[src/rtl/seg_scan_ctrl.sv]
// Time-multiplexed scan controller for NDIG shared-segment seven-segment digits.
// Walks an active-low digit select and drives active-low hex glyphs with blanking and blink.
module seg_scan_ctrl #(
    parameter int NDIG         = 8,
    parameter int TICK_DIV     = 50000,
    parameter int BLINK_FRAMES = 64
) (
    input  logic                    clk,
    input  logic                    rst_n,
    input  logic                    wr_en,
    input  logic [$clog2(NDIG)-1:0] wr_addr,
    input  logic [3:0]              wr_data,
    input  logic [NDIG-1:0]         dig_en,
    input  logic                    lz_blank,
    input  logic [NDIG-1:0]         blink_mask,
    output logic [NDIG-1:0]         o_an,
    output logic [7:0]              o_seg,
    output logic                    frame_done
);

    localparam int AW = $clog2(NDIG);
    localparam int DW = $clog2(TICK_DIV);
    localparam int FW = (BLINK_FRAMES > 1) ? $clog2(BLINK_FRAMES) : 1;

    logic [DW-1:0]   div_cnt_q, div_cnt_d;
    logic [AW-1:0]   idx_q, idx_d;
    logic [FW-1:0]   frame_cnt_q, frame_cnt_d;
    logic            blink_phase_q, blink_phase_d;
    logic            frame_done_q, frame_done_d;
    logic [3:0]      dig_buf_q [NDIG];
    logic [3:0]      dig_buf_d [NDIG];
    logic [NDIG-1:0] an_q, an_d;
    logic [7:0]      seg_q, seg_d;

    logic            tick;
    logic            zero_acc;
    logic [NDIG-1:0] zero_from;
    logic            blank;

    function automatic logic [7:0] font(input logic [3:0] nib);
        logic [7:0] g;
        case (nib)
            4'h0: g = 8'hFC;
            4'h1: g = 8'h60;
            4'h2: g = 8'hDA;
            4'h3: g = 8'hF2;
            4'h4: g = 8'h66;
            4'h5: g = 8'hB6;
            4'h6: g = 8'hBE;
            4'h7: g = 8'hE0;
            4'h8: g = 8'hFE;
            4'h9: g = 8'hF6;
            4'hA: g = 8'hEE;
            4'hB: g = 8'h3E;
            4'hC: g = 8'h9C;
            4'hD: g = 8'h7A;
            4'hE: g = 8'h9E;
            default: g = 8'h8E;
        endcase
        return g;
    endfunction

    // Slot divider, scan index and frame/blink bookkeeping.
    always_comb begin
        tick          = (div_cnt_q == DW'(TICK_DIV - 1));
        div_cnt_d     = tick ? '0 : div_cnt_q + 1'b1;
        idx_d         = idx_q;
        if (tick) begin
            idx_d = (idx_q == AW'(NDIG - 1)) ? '0 : idx_q + 1'b1;
        end
        frame_done_d  = tick && (idx_q == AW'(NDIG - 1));
        frame_cnt_d   = frame_cnt_q;
        blink_phase_d = blink_phase_q;
        if (frame_done_q) begin
            if (frame_cnt_q == FW'(BLINK_FRAMES - 1)) begin
                frame_cnt_d   = '0;
                blink_phase_d = ~blink_phase_q;
            end else begin
                frame_cnt_d = frame_cnt_q + 1'b1;
            end
        end
    end

    // Addresses at or above NDIG match no entry, so such writes fall away.
    always_comb begin
        for (int i = 0; i < NDIG; i++) begin
            dig_buf_d[i] = dig_buf_q[i];
            if (wr_en && (wr_addr == AW'(i))) begin
                dig_buf_d[i] = wr_data;
            end
        end
    end

    // zero_from[i] is set when digit i and every digit to its left hold zero.
    always_comb begin
        zero_acc  = 1'b1;
        zero_from = '0;
        for (int i = NDIG - 1; i >= 0; i--) begin
            zero_acc     = zero_acc & (dig_buf_q[i] == 4'h0);
            zero_from[i] = zero_acc;
        end
    end

    always_comb begin
        blank = !dig_en[idx_q]
              || (blink_mask[idx_q] && blink_phase_q)
              || (lz_blank && (idx_q != '0) && zero_from[idx_q]);
        an_d  = ~(NDIG'(1) << idx_q);
        seg_d = blank ? 8'hFF : ~font(dig_buf_q[idx_q]);
    end

    always_ff @(posedge clk or negedge rst_n) begin
        if (!rst_n) begin
            div_cnt_q     <= '0;
            idx_q         <= '0;
            frame_cnt_q   <= '0;
            blink_phase_q <= 1'b0;
            frame_done_q  <= 1'b0;
            an_q          <= '1;
            seg_q         <= 8'hFF;
            for (int i = 0; i < NDIG; i++) begin
                dig_buf_q[i] <= 4'h0;
            end
        end else begin
            div_cnt_q     <= div_cnt_d;
            idx_q         <= idx_d;
            frame_cnt_q   <= frame_cnt_d;
            blink_phase_q <= blink_phase_d;
            frame_done_q  <= frame_done_d;
            an_q          <= an_d;
            seg_q         <= seg_d;
            for (int i = 0; i < NDIG; i++) begin
                dig_buf_q[i] <= dig_buf_d[i];
            end
        end
    end

    assign o_an       = an_q;
    assign o_seg      = seg_q;
    assign frame_done = frame_done_q;

endmodule
[config.mk]
export PLATFORM = sky130hd
export DESIGN_NAME = seg_scan_ctrl
export DESIGN_NICKNAME = d
export VERILOG_FILES = /design/src/rtl/seg_scan_ctrl.sv
export SDC_FILE = /design/constraint.sdc
export NUM_CORES = 1
export LEC_CHECK = 0
export CORE_MARGIN = 2
export CORE_UTILIZATION = 30
export DETAILED_ROUTE_END_ITERATION = 10
export SYNTH_ARGS = -nofsm -noshare
export SYNTH_HDL_FRONTEND = slang
export SYNTH_SLANG_ARGS = --single-unit
[constraint.sdc]
create_clock -name clk -period 2.93 [get_ports clk]
set_clock_uncertainty 0.2 [all_clocks]
set_input_delay 0.4395 -clock clk [delete_from_list [all_inputs] [get_ports clk]]
set_output_delay 0.4395 -clock clk [all_outputs]
set_load 0.1 [all_outputs]
==> results.cfg <==
[outcome]
status = finished, final reports clean

[yosys]
yosysUniqueCellTypes = 49
synth_nets = 363
synth_top_cell_area_share = 0.3969
synth_area_leaders = dfrtp_1, mux2_2, dfstp_2
synth-async-reset-ratio = 1.000
yosysSeqAreaShare = 0.5029
yosys_warnings = 0
synth_area_per_cell_um2 = 11.55
syn_inst = 322
syn_area_um2 = 3720
synth_top_cell_by_area = dfrtp_1
synth-seq-cells = 74
synth_ff_type = dfrtp_1
synth_edf_count = 0

[clocking]
post_cts_buffers = 0
cts_buffer_depth = 2
postCtsHoldBufs = 1
numClockSinks = 74
cts-resized-gates = 0
path_clk_slew_ns = 0.06
cts_buffers = 9
cts_tree = yes
clock_latency_ns = 0.34
htree_num_levels = 3
clockRootBuffer = clkbuf_16

[worst_setup_path]
cp.arrival_ns = 2.62
crit_chain = mux4_2, nor3b_1, a311o_2, a31oi_2, o21ai_2, o21ai_0
setup.worst_path.end_class = register
critPathMaxFanout = 20
crit_slowest_cell = dfrtp_1
max_stage_delay_ns = 0.78
rr_worst_depth = 6
cp.required_ns = 2.98
critical_path_class = register to register
startpoint_type = register

[die]
core_um2 = 12060
die_y_um = 115.4
rows = 40
start_util = 0.3084
die-area_um2 = 13310
die_w_um = 115.4
pin_count = 44

[final_layout]
multi_input_area_um2 = 1745
fillCellCount = 1162
drive_gt1_frac = 0.2794
area_growth_pct = 25.80
ff_latch_area_um2 = 1871
nNetsFinal = 419
antenna_cells = 0
layout_commonest_cell = dfrtp_1
final_cell_mix = dfrtp_1, mux2_2, nand2_1, buf_4, clkdlybuf4s50_1

[sta]
setup_slack_ns = 0.3570
max_clock_freq_mhz = 388.7
period_minus_slack_ns = 2.573
setup_violations = 0
hold_viol = 0
setup_tns_ns = 0
slew-limit-headroom = 0.4919
rsz0062_at_grt = false
drv_slew = 0
holdWs_ns = 0.2634
layout_worst_path_cycle_share = 0.8781
tightest_slew_ns = 0.7564

[placed_design]
dp_slack_ns = 0.3129
numPortBuffers = 42
dp_hpwl_um = 5771
place_congestion = 0.8265

[global_routing]
grt-ovfl-total = 0
grt_pass1_wl_um = 13470
grt_usage = 0.1310
grt_max_degree = 75
grt_antenna_before_repair = 0
grt_pass1_vias = 2582

[route]
vias = 2665
drt_iter0_markers = 156
vias_per_cell = 4.837
routed_wirelength_um = 8139
first_pass_iters = 4
drc_errors = 0
routedWlPerCell_um = 14.77
ant_nets = 0

[pwr]
total_power_mw = 3.185
ir_worst_vdd_mv = 0.2577
power_density_nw_per_um2 = 680.7
cellLeakagePower_nw = 1.926

[flow_run]
cap_violations = 0

[min_path]
holdPathStages = 1
hold_path_class = register to register
-- layout make-up --
cell class,count,area share
Clock buffer,11,0.05187
Clock inverter,5,0.01658
Inverter,12,0.009626
Multi-Input combinational cell,226,0.3730
Sequential cell,74,0.3997
Tap cell,168,0.04492
Timing Repair Buffer,55,0.1043
-- critical path, delay by kind of cell (launching register included) --
family	cells	cell delay, ns
flip-flops	1	0.78
AND/OR/NAND/NOR	1	0.15
multiplexers	1	0.58
AO/OA/AOI/OAI	4	0.78
-- cells in the mapped netlist (4+ instances only) --
master,n
a21oi_1,12
buf_2,5
dfrtp_1,59
dfstp_2,15
ha_1,14
inv_1,11
mux2_2,39
mux2i_1,11
nand2_1,28
nand2b_1,5
nand3_1,10
nand4_1,8
nor2_1,17
nor3_1,4
nor3b_1,4
nor4_1,5
o21ai_0,9
o22ai_1,5
xnor2_1,9
xor2_1,7
-- cells by family (layout without fill, tap and decap cells) --
family          Yosys count  count (layout)  share of synthesized area
mux                      53              53                     0.1658
buf+inv                  22              83                    0.02792
xor+xnor                 16              16                    0.03767
simple gates             96              96                     0.1339
flops                    74              74                     0.5029
other cells               1               1                   0.001008
compound gates           46              46                    0.08376
fa+ha+maj                14              14                    0.04709
-- per-layer routing --
layer	wire, um	global-route usage
met5	0	0
met4	167	0.04659
met2	3608	0.1965
met3	387	0.03954
met1	3976	0.1798
-- report_power, final --
part	switching (mW)	total (mW)	internal, mW
logic	0.455	0.722	0.267
clock network	0.423	1.19	0.766
registers	0.0966	1.27	1.18
-- registers in the layout, indices dropped and copies added (netlist names) --
signal         cells
o_an               8
blink_phase_q      1
div_cnt_q         16
frame_cnt_q        6
o_seg              7
frame_done         1
dig_buf_q         32
idx_q              3
-- per-stage QoR --
step | std cells | cell area (um^2) | utilization
final | 551 | 4679 | 0.3880
after global routing | 551 | 4679 | 0.3880
after CTS | 551 | 4679 | 0.3880
after detailed placement | 534 | 4349 | 0.3606
after global placement | 534 | 4349 | 0.3606
after floorplan | 322 | 3720 | -
-- final timing paths --
check,start,end,slack (ns)
worst max-delay path,idx_q[0]$_DFFE_PN0N_,o_seg[7]$_DFF_PN1_,0.36
worst min-delay path,div_cnt_q[0]$_DFF_PN0_,div_cnt_q[0]$_DFF_PN0_,0.26
worst max register to register,idx_q[0]$_DFFE_PN0N_,o_seg[7]$_DFF_PN1_,0.36
worst min register to register,div_cnt_q[0]$_DFF_PN0_,div_cnt_q[0]$_DFF_PN0_,0.26
max in group asynchronous,rst_n,o_an[2]$_DFF_PN1_,1.72
min in group asynchronous,rst_n,div_cnt_q[13]$_DFF_PN0_,0.45
(Power assumes the default switching activity.)
